### src/rtl/alu_pkg.sv
// alu_pkg: opcode encoding shared with the ALU and the sequencer FSM states.
package alu_pkg;
    localparam logic [1:0] OFF   = 2'd0;
    localparam logic [1:0] ADD   = 2'd1;
    localparam logic [1:0] SUB   = 2'd2;
    localparam logic [1:0] NO_OP = 2'd3;

    typedef enum logic [1:0] {IDLE, DRIVE, HOLD} state_t;
endpackage

### src/rtl/alu_cmd_fifo.sv
// alu_cmd_fifo: synchronous command FIFO with wrap-bit pointers and full/empty flags.
module alu_cmd_fifo #(
    parameter int W     = 10,
    parameter int DEPTH = 4
) (
    input  logic         clk,
    input  logic         rst_n,
    input  logic         push,
    input  logic         pop,
    input  logic [W-1:0] wdata,
    output logic [W-1:0] rdata,
    output logic         full,
    output logic         empty
);
    localparam int AW = $clog2(DEPTH);

    logic [W-1:0] mem [DEPTH];
    logic [AW:0]  wptr, rptr;

    assign empty = wptr == rptr;
    assign full  = (wptr[AW] != rptr[AW]) && (wptr[AW-1:0] == rptr[AW-1:0]);
    assign rdata = mem[rptr[AW-1:0]];

    always_ff @(posedge clk or negedge rst_n) begin
        if (!rst_n) begin
            wptr <= '0;
            rptr <= '0;
        end else begin
            if (push && !full) wptr <= wptr + (AW+1)'(1);
            if (pop && !empty) rptr <= rptr + (AW+1)'(1);
        end
    end

    always_ff @(posedge clk) begin
        if (push && !full) mem[wptr[AW-1:0]] <= wdata;
    end
endmodule

### src/rtl/alu_cmd_sequencer.sv
// alu_cmd_sequencer: buffers ALU commands, issues them one at a time and
// presents each captured result over a valid/ready handshake.
module alu_cmd_sequencer
    import alu_pkg::*;
#(
    parameter int WIDTH = 4,
    parameter int DEPTH = 4
) (
    input  logic             clk,
    input  logic             rst_n,
    input  logic             cmd_valid,
    output logic             cmd_ready,
    input  logic [WIDTH-1:0] cmd_a,
    input  logic [WIDTH-1:0] cmd_b,
    input  logic [1:0]       cmd_op,
    output logic [WIDTH-1:0] alu_a,
    output logic [WIDTH-1:0] alu_b,
    output logic [1:0]       alu_op,
    input  logic [WIDTH-1:0] alu_out,
    input  logic             alu_flag,
    output logic             res_valid,
    input  logic             res_ready,
    output logic [WIDTH-1:0] res_data,
    output logic             res_flag,
    output logic [1:0]       res_op,
    output logic [7:0]       res_cnt
);
    localparam int EW = 2*WIDTH + 2;

    state_t           state;
    logic             full, empty, pop;
    logic [EW-1:0]    head;
    logic [WIDTH-1:0] head_a, head_b;
    logic [1:0]       head_op, cur_op;

    assign cmd_ready = !full;
    assign {head_a, head_b, head_op} = head;
    assign pop = !empty && (state == IDLE || (state == HOLD && res_ready));

    alu_cmd_fifo #(.W(EW), .DEPTH(DEPTH)) u_fifo (
        .clk   (clk),
        .rst_n (rst_n),
        .push  (cmd_valid),
        .pop   (pop),
        .wdata ({cmd_a, cmd_b, cmd_op}),
        .rdata (head),
        .full  (full),
        .empty (empty)
    );

    // cur_op remembers the real opcode, since NO_OP is issued to the ALU as OFF.
    always_ff @(posedge clk or negedge rst_n) begin
        if (!rst_n) begin
            state     <= IDLE;
            alu_a     <= '0;
            alu_b     <= '0;
            alu_op    <= OFF;
            cur_op    <= OFF;
            res_valid <= 1'b0;
            res_data  <= '0;
            res_flag  <= 1'b0;
            res_op    <= OFF;
            res_cnt   <= '0;
        end else begin
            case (state)
                DRIVE: begin
                    res_valid <= 1'b1;
                    res_op    <= cur_op;
                    alu_op    <= OFF;
                    state     <= HOLD;
                    if (cur_op != NO_OP) begin
                        res_data <= cur_op == OFF ? '0 : alu_out;
                        res_flag <= cur_op == OFF ? 1'b0 : alu_flag;
                    end
                end
                IDLE, HOLD: begin
                    if (state == HOLD && res_ready) begin
                        res_valid <= 1'b0;
                        res_cnt   <= res_cnt + 8'd1;
                    end
                    if (pop) begin
                        alu_a  <= head_a;
                        alu_b  <= head_b;
                        alu_op <= head_op == NO_OP ? OFF : head_op;
                        cur_op <= head_op;
                        state  <= DRIVE;
                    end else if (state == HOLD && res_ready) begin
                        state <= IDLE;
                    end
                end
                default: state <= IDLE;
            endcase
        end
    end
endmodule

### config.mk
export PLATFORM = sky130hd
export DESIGN_NAME = alu_cmd_sequencer
export DESIGN_NICKNAME = d
export VERILOG_FILES = /design/src/rtl/alu_pkg.sv /design/src/rtl/alu_cmd_fifo.sv /design/src/rtl/alu_cmd_sequencer.sv
export SDC_FILE = /design/constraint.sdc
export NUM_CORES = 1
export LEC_CHECK = 0
export CAP_MARGIN = 20
export CORE_ASPECT_RATIO = 0.7
export CORE_MARGIN = 8
export CORE_UTILIZATION = 25
export CTS_CLUSTER_DIAMETER = 50
export CTS_CLUSTER_SIZE = 30
export DETAILED_ROUTE_END_ITERATION = 10
export HOLD_SLACK_MARGIN = 0.12
export PLACE_DENSITY = 0.45
export SKIP_CTS_REPAIR_TIMING = 1
export SLEW_MARGIN = 10
export SYNTH_ARGS = -nofsm -noshare
export SYNTH_HDL_FRONTEND = slang
export SYNTH_SLANG_ARGS = --single-unit
### constraint.sdc
create_clock -name clk -period 2.3 [get_ports clk]
set_input_delay 0.345 -clock clk [delete_from_list [all_inputs] [get_ports clk]]
set_output_delay 0.345 -clock clk [all_outputs]
set_load 0.01 [all_outputs]
# ---- After elaboration in Yosys (flattened, before gate mapping)
# Memory sizes are Yosys's and may differ from the RTL's.
# Index checks and enable logic that the tools add are counted.
dict set report totals {
  ff_bits 36
  mem_bits_rw 40
  input_bits 19
  out_inout_bits 27
  mem_count 1
}
dict set report op_classes {
  add_sub_neg 3
  n_eq_ne 10
  muxes 12
  reduce_logical 17
}
# memory depth width read_ports rd_ports_with_merged_regs wr line_no
set memory_table {}
lappend memory_table {u_fifo.mem 4 10 1 0 1 alu_cmd_fifo.sv:17} ;# logic [W-1:0] mem [DEPTH];
# op n
set ops {}
lappend ops {{2-bit AND reduction} 5}
lappend ops {{8-bit by 1-bit adder with 8-bit output, second input constant} 1}
lappend ops {{2-bit 2-to-1 mux} 4}
lappend ops {{2-bit case mux with 2 select lines} 2}
lappend ops {{3-bit by 1-bit adder with 3-bit output, second input constant} 2}
lappend ops {{1-bit logical AND} 5}
lappend ops {{2-bit equality test, second input constant} 2}
lappend ops {{2-bit zero test} 2}
lappend ops {{1-bit 2-to-1 mux} 4}
lappend ops {{4-bit 2-to-1 mux} 1}
lappend ops {{2-bit inequality test, second input constant} 2}
lappend ops {{3-bit equality test} 1}
lappend ops {{3-bit by 2-bit inequality test with 1-bit output, second input constant} 1}
lappend ops {{2-bit by 1-bit equality test with 1-bit output, second input constant} 1}
lappend ops {{2-bit equality test} 1}
lappend ops {{1-bit zero test} 2}
lappend ops {{2-bit by 1-bit inequality test with 1-bit output, second input constant} 1}
lappend ops {{1-bit case mux with 2 select lines} 1}
lappend ops {{2-bit nonzero test} 1}
lappend ops {{2-bit OR reduction} 1}
lappend ops {{1-bit logical OR} 1}
lappend ops {{1-bit inequality test} 1}

# ---- Depth between registers and ports, before layout
dict set report logic_depth {
  depth_word 6
  ltp_mapped 5
  mapped_depth_nobuf 4
}

# ---- By module
# From an unflattened synthesis, not the netlist that was laid out.
dict set report hier_totals {
  cells_unflattened 209
  hier_area_um2 3245.6
}
# mod instances cells_each area_per_inst_um2
set modules_own_cells {}
lappend modules_own_cells {alu_cmd_fifo 1 101 1919.3}
lappend modules_own_cells {alu_cmd_sequencer 1 108 1326.3}

# ---- Worst setup path after synthesis
# OpenSTA, ideal clock, no wires.
dict set report synth_timing {
  path_kind {register to register}
  startpoint {register u_fifo.wptr[0]}
  endpoint {register cur_op[0]}
  arrival_ns 1.600
  required_time_ns 2.173
  slack_ns 0.573
  path_stages_with_launch 5
  path_buffers 1
  path_cell_list {dfrtp_1 -> xnor2_1 -> a311oi_4 -> buf_6 -> mux2_1}
}
dict set report synth_via {
  elab_chain_len 4
}
# element line_no
set synth_lines {}
lappend synth_lines {{from (decl)} alu_cmd_fifo.sv:18} ;# logic [AW:0] wptr, rptr;
lappend synth_lines {{from (signal assigned)} alu_cmd_fifo.sv:29} ;# if (push && !full) wptr <= wptr + (AW+1)'(1);
lappend synth_lines {{3-bit equality test} alu_cmd_fifo.sv:20} ;# assign empty = wptr == rptr;
lappend synth_lines {{1-bit zero test} alu_cmd_sequencer.sv:38} ;# assign pop = !empty && (state == IDLE || (state == HOLD && res_ready));
lappend synth_lines {{1-bit logical AND} alu_cmd_sequencer.sv:38}
lappend synth_lines {{2-bit AND reduction (no line)} -}
lappend synth_lines {{to (signal assigned)} alu_cmd_sequencer.sv:85} ;# cur_op <= head_op;
lappend synth_lines {{to (decl)} alu_cmd_sequencer.sv:34} ;# logic [1:0] head_op, cur_op;
# Every way passes these cells.
# A chain may end at the register's enable or synchronous reset.

# ---- Final worst setup path
dict set report layout_timing {
  startpoint {register u_fifo.rptr[2]}
  endpoint {output cmd_ready}
}
dict set report layout_via {
  elab_chain_len 3
}
# element line_no
set layout_lines {}
lappend layout_lines {{from (decl)} alu_cmd_fifo.sv:18}
lappend layout_lines {{from (signal assigned)} alu_cmd_fifo.sv:30} ;# if (pop && !empty) rptr <= rptr + (AW+1)'(1);
lappend layout_lines {{1-bit inequality test} alu_cmd_fifo.sv:21} ;# assign full = (wptr[AW] != rptr[AW]) && (wptr[AW-1:0] == rptr[AW-1:0]);
lappend layout_lines {{1-bit logical AND} alu_cmd_fifo.sv:21}
lappend layout_lines {{1-bit zero test} alu_cmd_sequencer.sv:36} ;# assign cmd_ready = !full;
lappend layout_lines {{to (decl)} alu_cmd_sequencer.sv:12} ;# output logic cmd_ready,
# Every way passes these cells.

==> metrics.txt <==
sequential cell area fraction in the yosys report=68.5%; max_cap viols=0; critical path fanouts, max=6; Psw=1.75 mW; RSZ-0062 raised after global routing=no; final setup margin=160 ps; GR Util All Layers=8.19%; First-pass DRT Iterations=4; Power Dens Cells=1380 mW/mm²; # clock sinks=76; top sig layer=met4; leading area contributor after synthesis=edfxtp_1; Design Area, Final=0.00400 mm²; Int Pwr=3.76 mW; syn_nets=219; Ys Warns=0; initial antenna violation count=0; Period Utilization, post-route=93.0%; DR WL met3=285 µm; antenna viol nets, final=0; CP endpoint kind=primary output; I/O Buffers=45; nets=273; DP HPWL=4110 µm; Worst R2R Path Depth=3; Die Ht=109 µm; WP data arrival=1800 ps; hold_ws=114 ps; vias in the first global route=1815; drt total wl=6040 µm; Syn Area/Cell=15.8 µm²; DRT iter0 DRCs=84; commonest non-fill, non-tap cell in the layout=clkdlybuf4s50_1; kind of critical path=flip-flop to primary output; Sw Ratio=31.7%; CTS HTree Levels=3; reg-to-reg endpoint=u_fifo.mem[3][4]; Sum Neg Setup Slack=0 ps; # IOs=46; DP Worst Slack=358 ps; FFs w/ async S/R, synth=47.4%; DR WL/cell=14.6 µm; share of layout cells above drive strength 1=17.0%; clk slew on worst S/H paths=60 ps; Final Max Tran Viols=0; Starting Density=25.1%; Tot Pwr=5.51 mW; largest net degree at the start of global routing=37; FP Rows=34; cts bufs inserted=9; leading post-synthesis cells by cell area=edfxtp_1, dfrtp_1, mux4_2, mux2_2, xnor2_1; Hold WC Path Type=input port to asynchronous set/reset pin; Setup Skew=3.04 ps; met2 wire length=2770 µm; worst flop-to-flop path startpoint=u_fifo.rptr[2]; Comb power frac=37.2%; largest buffer count on any clock path=2; CP Launch Point=u_fifo.rptr[2]; synthesized netlist cell count=194; CTS tree=built; Post-Syn Area=0.00307 mm²; via count=1701; Post-synth EDFFs=40; Lkg Pwr=1.51 nW; die width=148 µm; worst-margin pin slew=833 ps; vias per cell=4.10; Overflow after GRT=0; CTS root buf=clkbuf_16; status=complete, no violations; sequential share of power=40.4%; die area=0.0161 mm²; n_diodes=0; startpoint types=flip-flop; clock power share=22.5%; count of final hold-check violations=0; Slew HR=44.5%; Area Growth Syn to Fin=30.4%; first-pass GRT wire length=9810 µm; flops & latches, synth=76; placed cell area=0.00372 mm²; DRC viols=0; Skew-Pair Late Insertion Delay=330 ps; top_reg_cell synth=edfxtp_1; highest clock rate=0.467 GHz; VDD IR max=0.397 mV; R2R setup slack=470 ps; most frequent cells in the layout=clkdlybuf4s50_1, edfxtp_1, dfrtp_1; M1 WL=2870 µm; CP required=1960 ps; Fill cells=1199; CORE AREA=0.0122 mm²; Period minus WS final=2140 ps; Yosys cell types=23; endpoints failing setup=0; Yosys top cell area share=39.2%; RePlAce Congestion=0.686
## worst max path at each step
stage | endpoint | depth (start not counted)
2_1_floorplan | cur_op[0] | 4
3_3_place_gp | alu_b[1] | 5
3_5_place_dp | alu_a[3] | 5
4_1_cts | cmd_ready | 3
5_1_grt | cmd_ready | 3
6_report | cmd_ready | 3
## state kept, by name (all words and copies together), names as in the netlist, 3 cells and up
signal / cells
u_fifo.mem: 40
alu_a: 4
u_fifo.wptr: 3
u_fifo.rptr: 3
res_data: 4
alu_b: 4
res_cnt: 8
## critical path, cell delays in order (launching register included)
cell and delay (ps):
dfrtp_1 410, xnor2_2 230, nand3b_1 240, clkdlybuf4s50_1 590
## power by group through the flow
stage / Clock [mW] / Combinational [mW] / Sequential, mW
6_report: 1.24 / 2.05 / 2.22
5_1_grt: 1.34 / 2.29 / 2.29
4_1_cts: 1.28 / 2.08 / 2.22
3_5_place_dp: 0 / 2.07 / 2.24
3_3_place_gp: 0 / 2.05 / 2.23
2_1_floorplan: 0 / 1.25 / 2.24
## layout make-up
type	count	area (µm²)	area share (%)
sequential	76	2100	52.5
multi-input combinational	108	941	23.5
timing repair buffer	50	483	12.1
clock buffer	10	229	5.72
tap	162	203	5.07
clock inverter	6	31.3	0.782
inverter	3	11.3	0.282
## per-stage QoR
stage | util, % | instances
final | 32.8 | 415
after global routing | 32.8 | 415
after CTS | 32.6 | 415
after detailed placement | 30.4 | 399
after global placement | 30.4 | 399
after floorplan | - | 194
## synth_stat cells (4+ instances only)
| library cell | number |
|---|---|
| edfxtp_1 | 40 |
| dfrtp_1 | 36 |
| nand2_1 | 24 |
| xnor2_1 | 11 |
| mux4_2 | 10 |
| mux2_2 | 9 |
| nor2_1 | 9 |
| o21ai_0 | 8 |
| ha_1 | 6 |
| a221o_1 | 5 |
| and3_1 | 5 |
| clkbuf_1 | 5 |
| nand3b_1 | 4 |
## kinds of logic (layout without fill, tap and decap cells)
family	after synthesis	after routing	synth area share, %
flip-flops	76	76	68.5
AND/OR/NAND/NOR	52	52	7.96
buffers and inverters	10	69	1.51
adder cells (fa/ha/maj)	6	6	2.45
XOR/XNOR	14	14	4.00
AO/OA/AOI/OAI	14	14	3.79
multiplexers	22	22	11.8
## layer usage
metal,global-route usage (%),vias up
met2,12.4,30
met4,3.70,0
li1,-,816
met1,10.2,847
met5,0,-
met3,3.19,8
Note: power is estimated with default switching activity, not from simulation.
